[config.mk]
export PLATFORM = sky130hd
export DESIGN_NAME = prio_sel_arb
export DESIGN_NICKNAME = d
export VERILOG_FILES = /design/src/rtl/prio_sel_arb.sv
export SDC_FILE = /design/constraint.sdc
export NUM_CORES = 1
export LEC_CHECK = 0
export BUFFER_PORTS_ARGS = -buffer_cell sky130_fd_sc_hd__buf_2
export CORE_MARGIN = 2
export CORE_UTILIZATION = 40
export DETAILED_ROUTE_END_ITERATION = 10
export PLACE_DENSITY = 0.72
export SLEW_MARGIN = 15
export SYNTH_ARGS = -nofsm -noshare
export SYNTH_HDL_FRONTEND = slang
export SYNTH_SLANG_ARGS = --single-unit
[constraint.sdc]
create_clock -name clk -period 3.3 [get_ports clk]
set_input_delay 0.33 -clock clk [delete_from_list [all_inputs] [get_ports clk]]
set_output_delay 0.33 -clock clk [all_outputs]
set_load 0.02 [all_outputs]
[src/rtl/prio_sel_arb.sv]
// Three-channel fixed-priority selector (a > b > c) with a registered valid/ready output stage.
// Define PRIO_SEL_ARB_STARVE_GUARD_EN to add loss counters that promote starved b/c channels.
module prio_sel_arb #(
  parameter int unsigned DW         = 8,
  parameter int unsigned STARVE_LIM = 4
) (
  input  logic          clk,
  input  logic          rst,
  input  logic [DW-1:0] a_data,
  input  logic          a_valid,
  output logic          a_ready,
  input  logic [DW-1:0] b_data,
  input  logic          b_valid,
  output logic          b_ready,
  input  logic [DW-1:0] c_data,
  input  logic          c_valid,
  output logic          c_ready,
  output logic [DW-1:0] y_data,
  output logic          y_valid,
  input  logic          y_ready,
  output logic [1:0]    y_src,
  output logic [7:0]    collide_cnt
);

  if (STARVE_LIM < 1 || STARVE_LIM > 15) begin : gen_lim_check
    $error("STARVE_LIM must be in 1..15");
  end

  logic [DW-1:0] y_data_q;
  logic          y_valid_q;
  logic [1:0]    y_src_q;
  logic [7:0]    collide_q;

  logic          load;
  logic [2:0]    grant;  // one-hot {c, b, a}
  logic [1:0]    win_src;
  logic [DW-1:0] win_data;
  logic          contend;

  assign load    = !y_valid_q || y_ready;
  assign contend = (a_valid && b_valid) || (a_valid && c_valid) || (b_valid && c_valid);

`ifdef PRIO_SEL_ARB_STARVE_GUARD_EN
  localparam logic [3:0] Lim = 4'(STARVE_LIM);

  logic [3:0] b_starve_q, b_starve_d;
  logic [3:0] c_starve_q, c_starve_d;
  logic       b_promo, c_promo;

  assign b_promo = b_valid && (b_starve_q == Lim);
  assign c_promo = c_valid && (c_starve_q == Lim);

  // Promoted channels outrank a; c beats b when both are promoted.
  always_comb begin
    grant = 3'b000;
    if (c_promo)      grant = 3'b100;
    else if (b_promo) grant = 3'b010;
    else if (a_valid) grant = 3'b001;
    else if (b_valid) grant = 3'b010;
    else if (c_valid) grant = 3'b100;
  end

  always_comb begin
    b_starve_d = b_starve_q;
    c_starve_d = c_starve_q;
    if (!b_valid) begin
      b_starve_d = 4'd0;
    end else if (load) begin
      if (grant[1])                b_starve_d = 4'd0;
      else if (b_starve_q != Lim)  b_starve_d = b_starve_q + 4'd1;
    end
    if (!c_valid) begin
      c_starve_d = 4'd0;
    end else if (load) begin
      if (grant[2])                c_starve_d = 4'd0;
      else if (c_starve_q != Lim)  c_starve_d = c_starve_q + 4'd1;
    end
  end

  always_ff @(posedge clk) begin
    if (rst) begin
      b_starve_q <= 4'd0;
      c_starve_q <= 4'd0;
    end else begin
      b_starve_q <= b_starve_d;
      c_starve_q <= c_starve_d;
    end
  end
`else
  always_comb begin
    grant = 3'b000;
    if (a_valid)      grant = 3'b001;
    else if (b_valid) grant = 3'b010;
    else if (c_valid) grant = 3'b100;
  end
`endif

  always_comb begin
    win_src  = 2'd0;
    win_data = y_data_q;
    unique case (grant)
      3'b001: begin win_src = 2'd1; win_data = a_data; end
      3'b010: begin win_src = 2'd2; win_data = b_data; end
      3'b100: begin win_src = 2'd3; win_data = c_data; end
      default: ;
    endcase
  end

  always_comb begin
    a_ready = !rst && load && grant[0];
    b_ready = !rst && load && grant[1];
    c_ready = !rst && load && grant[2];
  end

  always_ff @(posedge clk) begin
    if (rst) begin
      y_data_q  <= '0;
      y_valid_q <= 1'b0;
      y_src_q   <= 2'd0;
      collide_q <= 8'd0;
    end else if (load) begin
      if (grant != 3'b000) begin
        y_data_q  <= win_data;
        y_valid_q <= 1'b1;
        y_src_q   <= win_src;
      end else begin
        y_valid_q <= 1'b0;
        y_src_q   <= 2'd0;
      end
      if (contend && collide_q != 8'hFF) collide_q <= collide_q + 8'd1;
    end
  end

  assign y_data      = y_data_q;
  assign y_valid     = y_valid_q;
  assign y_src       = y_src_q;
  assign collide_cnt = collide_q;

endmodule

==> results.ini, run 1 <==
[synth]
synth_top_area_frac=0.3707
synthMuxAreaShare=0.01951
synth_compound_area_frac=0.2500
synthCells=126
yosys.area_share.adder=0.02317
syn_area_mm2=0.001026
synthDistinctLibCells=35
yosys_warnings=0
ys_top_cells_by_area=dfxtp_1 37%, a21oi_1 9.8%, a211oi_1 6.6%, nand3b_1 5.9%, nor2_1 5.5%
synth_fp_nets=157
synth_top_family_by_area=simple AND/OR/NAND/NOR gates
synth_xor_area_frac=0.008537
synth_area_leader_cell=dfxtp_1
syn_avg_cell_area_um2=8.143
ys_ff_latch=19
yosys.area_share.simple=0.2817
seq_area_frac_synth=0.3707

[placed_design]
hpwl_um=1920
gp_congestion=0.7476
portBuffers=51

[cts]
numCtsBuffers=3
cts_tree=yes
cts_htree_levels=1
root_buffer=clkbuf_4
postCtsSetupBuffers=0
ctsResizeCount=0
cts_buffer_depth=2
holdBufCountCts=0
clk_latency_ns=0.31
cts_num_sinks=19
clkTransAtPathRegs_ns=0.12

[worst_setup_path]
reg2reg_to=collide_cnt[1]$_SDFFE_PP0P_
path_cells=nor2b_1, nor4b_1, buf_2
slowest_stage=nor2b_1
rrSetupSlack_ns=1.71
critPathMaxStageDelay_ns=0.49
crit_family=simple AND/OR/NAND/NOR gates
endpoint_kind=primary output
path_class=flop to primary output
cp_num_buf_inv=1
crit_required_ns=2.97
critPathMaxFanout=7
arrival_ns=1.46
r2r-start=collide_cnt[0]$_SDFFE_PP0P_
cp-start-kind=flop
r2r_cells=5

[floorplan]
ios=52
die_w_um=54.65
die-height_um=54.65
start_util=0.4179
core_mm2=0.002455
rows=18
dieArea_mm2=0.002986

[layout]
layout-drive-gt1-share=0.3642
multi_input_area_um2=598.1
nets=205
final_cell_mix=51 x buf_2, 20 x a21oi_1, 19 x dfxtp_1, 15 x nor2_1
antenna_cells=0
layout_commonest_cell=buf_2
regArea_um2=380.4
nFillCells=245
syn2layout_area_growth_pct=27.68

[pwr]
power_density_mw_per_mm2=376.4
peakVddDrop_v=0.0001979
p_leak_nw=0.5852
power.total_mw=0.4931

[grt]
grt_usage=0.1815
grt_pass1_wl_um=3960
grt_pass1_vias=925
grt_overflow_total=0
antenna_found_initial=0
grt_max_degree=23

[sta]
finalSetupViolCount=0
fin_crit_ns=1.787
finClkSkew_ns=0.002896
setup_tns_ns=0
fin_crit_sh=0.5415
rsz0062_at_grt=no
hold_viol=0
final-max-slew-violation-count=0
max-slew-margin-rel=0.6152
fmax_ghz=0.5597
max_slew.worst_pin.slew_ns=0.5759

[routing]
wirelength_um=2529
drc=0
wl_per_cell_um=12.46
dr.pass1.iters=4
drt_iter0_drc=10
antenna_left=0
vias=1089
vias_per_cell=5.365

[flow_run]
max-cap-violations=0

[min_path]
min_path_cells=3
hp-class=input port to flop
min_delay_worst_endpoint=y_data[7]$_SDFFE_PP0P_
hold_start=a_data[7]

[run_status]
status=complete, no violations

-- layout make-up --
cell class                      instances  area share
Sequential cell                        19      0.2904
Tap cell                               30     0.02865
Timing Repair Buffer                   51      0.1948
Inverter                                3    0.008596
Multi-Input combinational cell         96      0.4565
Clock buffer                            3     0.01719
Clock inverter                          1    0.003820
-- power breakdown --
group          total [mW]  internal (mW)  switching (mW)  leakage (nW)
clock               0.125         0.0453          0.0794        0.0177
sequential          0.252          0.244         0.00831         0.156
combinational       0.116         0.0471          0.0688         0.411
total               0.493          0.337           0.157         0.585
-- per-layer routing --
| layer | global-route usage | share of wire |
|---|---|---|
| met5 | 0 | 0 |
| met4 | 0.06250 | 0.017 |
| met3 | 0.04098 | 0.057 |
| met2 | 0.2877 | 0.48 |
| met1 | 0.2400 | 0.44 |
-- sequential cells by signal, summed over array words and instances (netlist names) --
signal       count
y_data           8
y_src            2
y_valid          1
collide_cnt      8
-- Yosys cell counts --
cell type  number
nand3_1         5
buf_4           1
o21ai_0         2
or3_1           1
nor2b_1         1
nor3b_1         1
and3_1          1
a311oi_1        2
and4_1          1
a31o_2          1
mux2i_1         2
nand2_1         9
clkbuf_1        4
a21oi_1        20
nand2b_1        1
and4_4          1
nor2_1         15
ha_1            1
nor3_1          3
buf_2           2
nor4b_1         1
nand3b_1        8
and4bb_2        1
a31oi_1         3
nor3b_4         1
maj3_2          1
inv_1           3
o22ai_1         1
xor2_1          1
o311ai_2        1
a211oi_1        9
o21bai_2        1
buf_1           1
dfxtp_1        19
nor2_2          1
-- per-stage QoR --
stage	cell area [um^2]	std cells	setup slack, ns	hold WS (ns)	util
2_1_floorplan	1026	126	1.562	0.4021	-
6_report	1310	203	1.513	0.3394	0.5336
4_1_cts	1310	203	1.516	0.3385	0.5336
3_3_place_gp	1282	199	1.712	0.4701	0.5224
5_1_grt	1310	203	1.425	0.3420	0.5336
3_5_place_dp	1282	199	1.605	0.4814	0.5224
-- how the worst max path moves through the flow --
stage,startpoint,end,slack [ns],depth (start not counted)
4_1_cts,y_valid$_SDFFE_PP0N_,b_ready,1.52,3
5_1_grt,y_valid$_SDFFE_PP0N_,b_ready,1.42,3
3_5_place_dp,b_valid,collide_cnt[5]$_SDFFE_PP0P_,1.61,5
6_report,y_valid$_SDFFE_PP0N_,b_ready,1.51,3
2_1_floorplan,y_valid$_SDFFE_PP0N_,b_ready,1.56,3
3_3_place_gp,b_valid,collide_cnt[5]$_SDFFE_PP0P_,1.71,5
-- kinds of logic (layout without fill, tap and decap cells) --
kind of cell | count (synthesis) | after routing
adder cells (fa/ha/maj) | 2 | 2
multiplexers | 2 | 2
flip-flops | 19 | 19
XOR/XNOR | 1 | 1
buffers and inverters | 11 | 58
AND/OR/NAND/NOR | 51 | 51
AO/OA/AOI/OAI | 40 | 40
-- worst reg2reg max path, cell delays in order (launching register included) --
cell and delay, ns:
dfxtp_1 0.41, ha_1 0.27, nand3_1 0.17, o311ai_2 0.36, mux2i_1 0.23, nor2_1 0.05
No activity file was read; power rests on OpenSTA's default activity.
==> run 2, diff against run 1 <==
- PLACE_DENSITY: 0.72 -> 0.74
- clock period: 3.3 -> 1.54 ns (I/O delays scaled with it)
==> results.ini, run 2 (synthesis gave the netlist of run 1 again) <==
[cts]
cts_htree_levels=1
clkTransAtPathRegs_ns=0.12
root_buffer=clkbuf_4
cts_buffer_depth=2
holdBufCountCts=0
cts_tree=yes
cts_num_sinks=19
clk_latency_ns=0.29
numCtsBuffers=3

[min_path]
hp-class=input port to flop
min_path_cells=3

[layout]
syn2layout_area_growth_pct=35.24
stdcell_area_mm2=0.001388
stdcell_count=210
fin_util=0.5652
antenna_cells=0
nets=212
layout-drive-gt1-share=0.4056
final_cell_mix=50 x buf_2, 20 x a21oi_1, 18 x dfxtp_1, 15 x nor2_1
layout_commonest_cell=buf_2

[floorplan]
rows=18
die_w_um=54.65
start_util=0.4179
core_mm2=0.002455
ios=52
die-height_um=54.65
dieArea_mm2=0.002986

[placed_design]
pre_cts_slack_ns=0.1067
placed_area_mm2=0.001341
hpwl_um=2027
portBuffers=51
dp_cells=206
gp_congestion=0.7801

[grt]
grt_max_degree=23
grt_pass1_vias=991
grt_usage=0.1932
grt_overflow_total=0
antenna_found_initial=0
grt_pass1_wl_um=4305

[routing]
vias_per_cell=5.433
drt_iter0_drc=17
dr.pass1.iters=4
vias=1141
drc=0
antenna_left=0
wl_per_cell_um=12.90
wirelength_um=2710

[pwr]
power_density_mw_per_mm2=769.8
peakVddDrop_v=0.0005392
p_leak_nw=0.6417
power.total_mw=1.068

[sta]
finalSetupViolCount=0
hold_viol=0
fmax_ghz=0.6885
setup_tns_ns=0
max-slew-margin-rel=0.7173
finClkSkew_ns=0.005518
fin_crit_sh=0.9432
whs_ns=0.1851
setup_ws_ns=0.08751
rsz0062_at_grt=no
max_slew.worst_pin.slew_ns=0.4240
final-max-slew-violation-count=0
fin_crit_ns=1.452

[worst_setup_path]
endpoint_kind=primary output
path_class=flop to primary output
cp-start-kind=flop
arrival_ns=1.30
critPathMaxFanout=7
crit_required_ns=1.39
r2r_cells=5

[flow_run]
max-cap-violations=0

[run_status]
status=complete, no violations

==> run 2: final timing paths <==
kind / start / to / slack, ns
max: y_valid$_SDFFE_PP0N_ / b_ready / 0.09
min: a_data[0] / y_data[0]$_SDFFE_PP0P_ / 0.19
max reg2reg: collide_cnt[1]$_SDFFE_PP0P_ / collide_cnt[1]$_SDFFE_PP0P_ / 0.11
min reg2reg: y_data[6]$_SDFFE_PP0P_ / y_data[6]$_SDFFE_PP0P_ / 0.50
==> run 2: power breakdown <==
group,switching (mW),total (mW),internal (mW)
logic,0.156,0.270,0.114
registers,0.0198,0.544,0.524
clock network,0.158,0.254,0.0964
==> run 2: area by class of cell <==
type                    instances  area (um^2)
fillers                       240         1067
multi-input cells              96        619.3
flip-flops and latches         19        381.6
repair buffers                 58        310.3
well taps                      30        37.54
clock buffers                   3        22.52
inverters                       3        11.26
clock inverters                 1        5.005
==> run 2: routing by layer <==
metal  global-route usage  vias to the layer above  part of all wire
li1                     -                      568                 -
met4              0.02500                        0            0.0070
met2               0.3532                       33              0.52
met3              0.02459                        2             0.039
met1               0.2438                      538              0.43
met5                    0                        -                 0
==> run 2: what timing repair did <==
item | 4_1_cts | 5_1_grt
setup endpoints to repair | 0 | 3
gates resized for setup | 0 | 4
buffers inserted | 0 | 0
==> run 2: critical path, cell delays in order, from the launching register on <==
cell     delay, ns
dfxtp_1       0.34
nor2b_1       0.12
buf_4         0.16
nor4b_2       0.20
buf_4         0.18
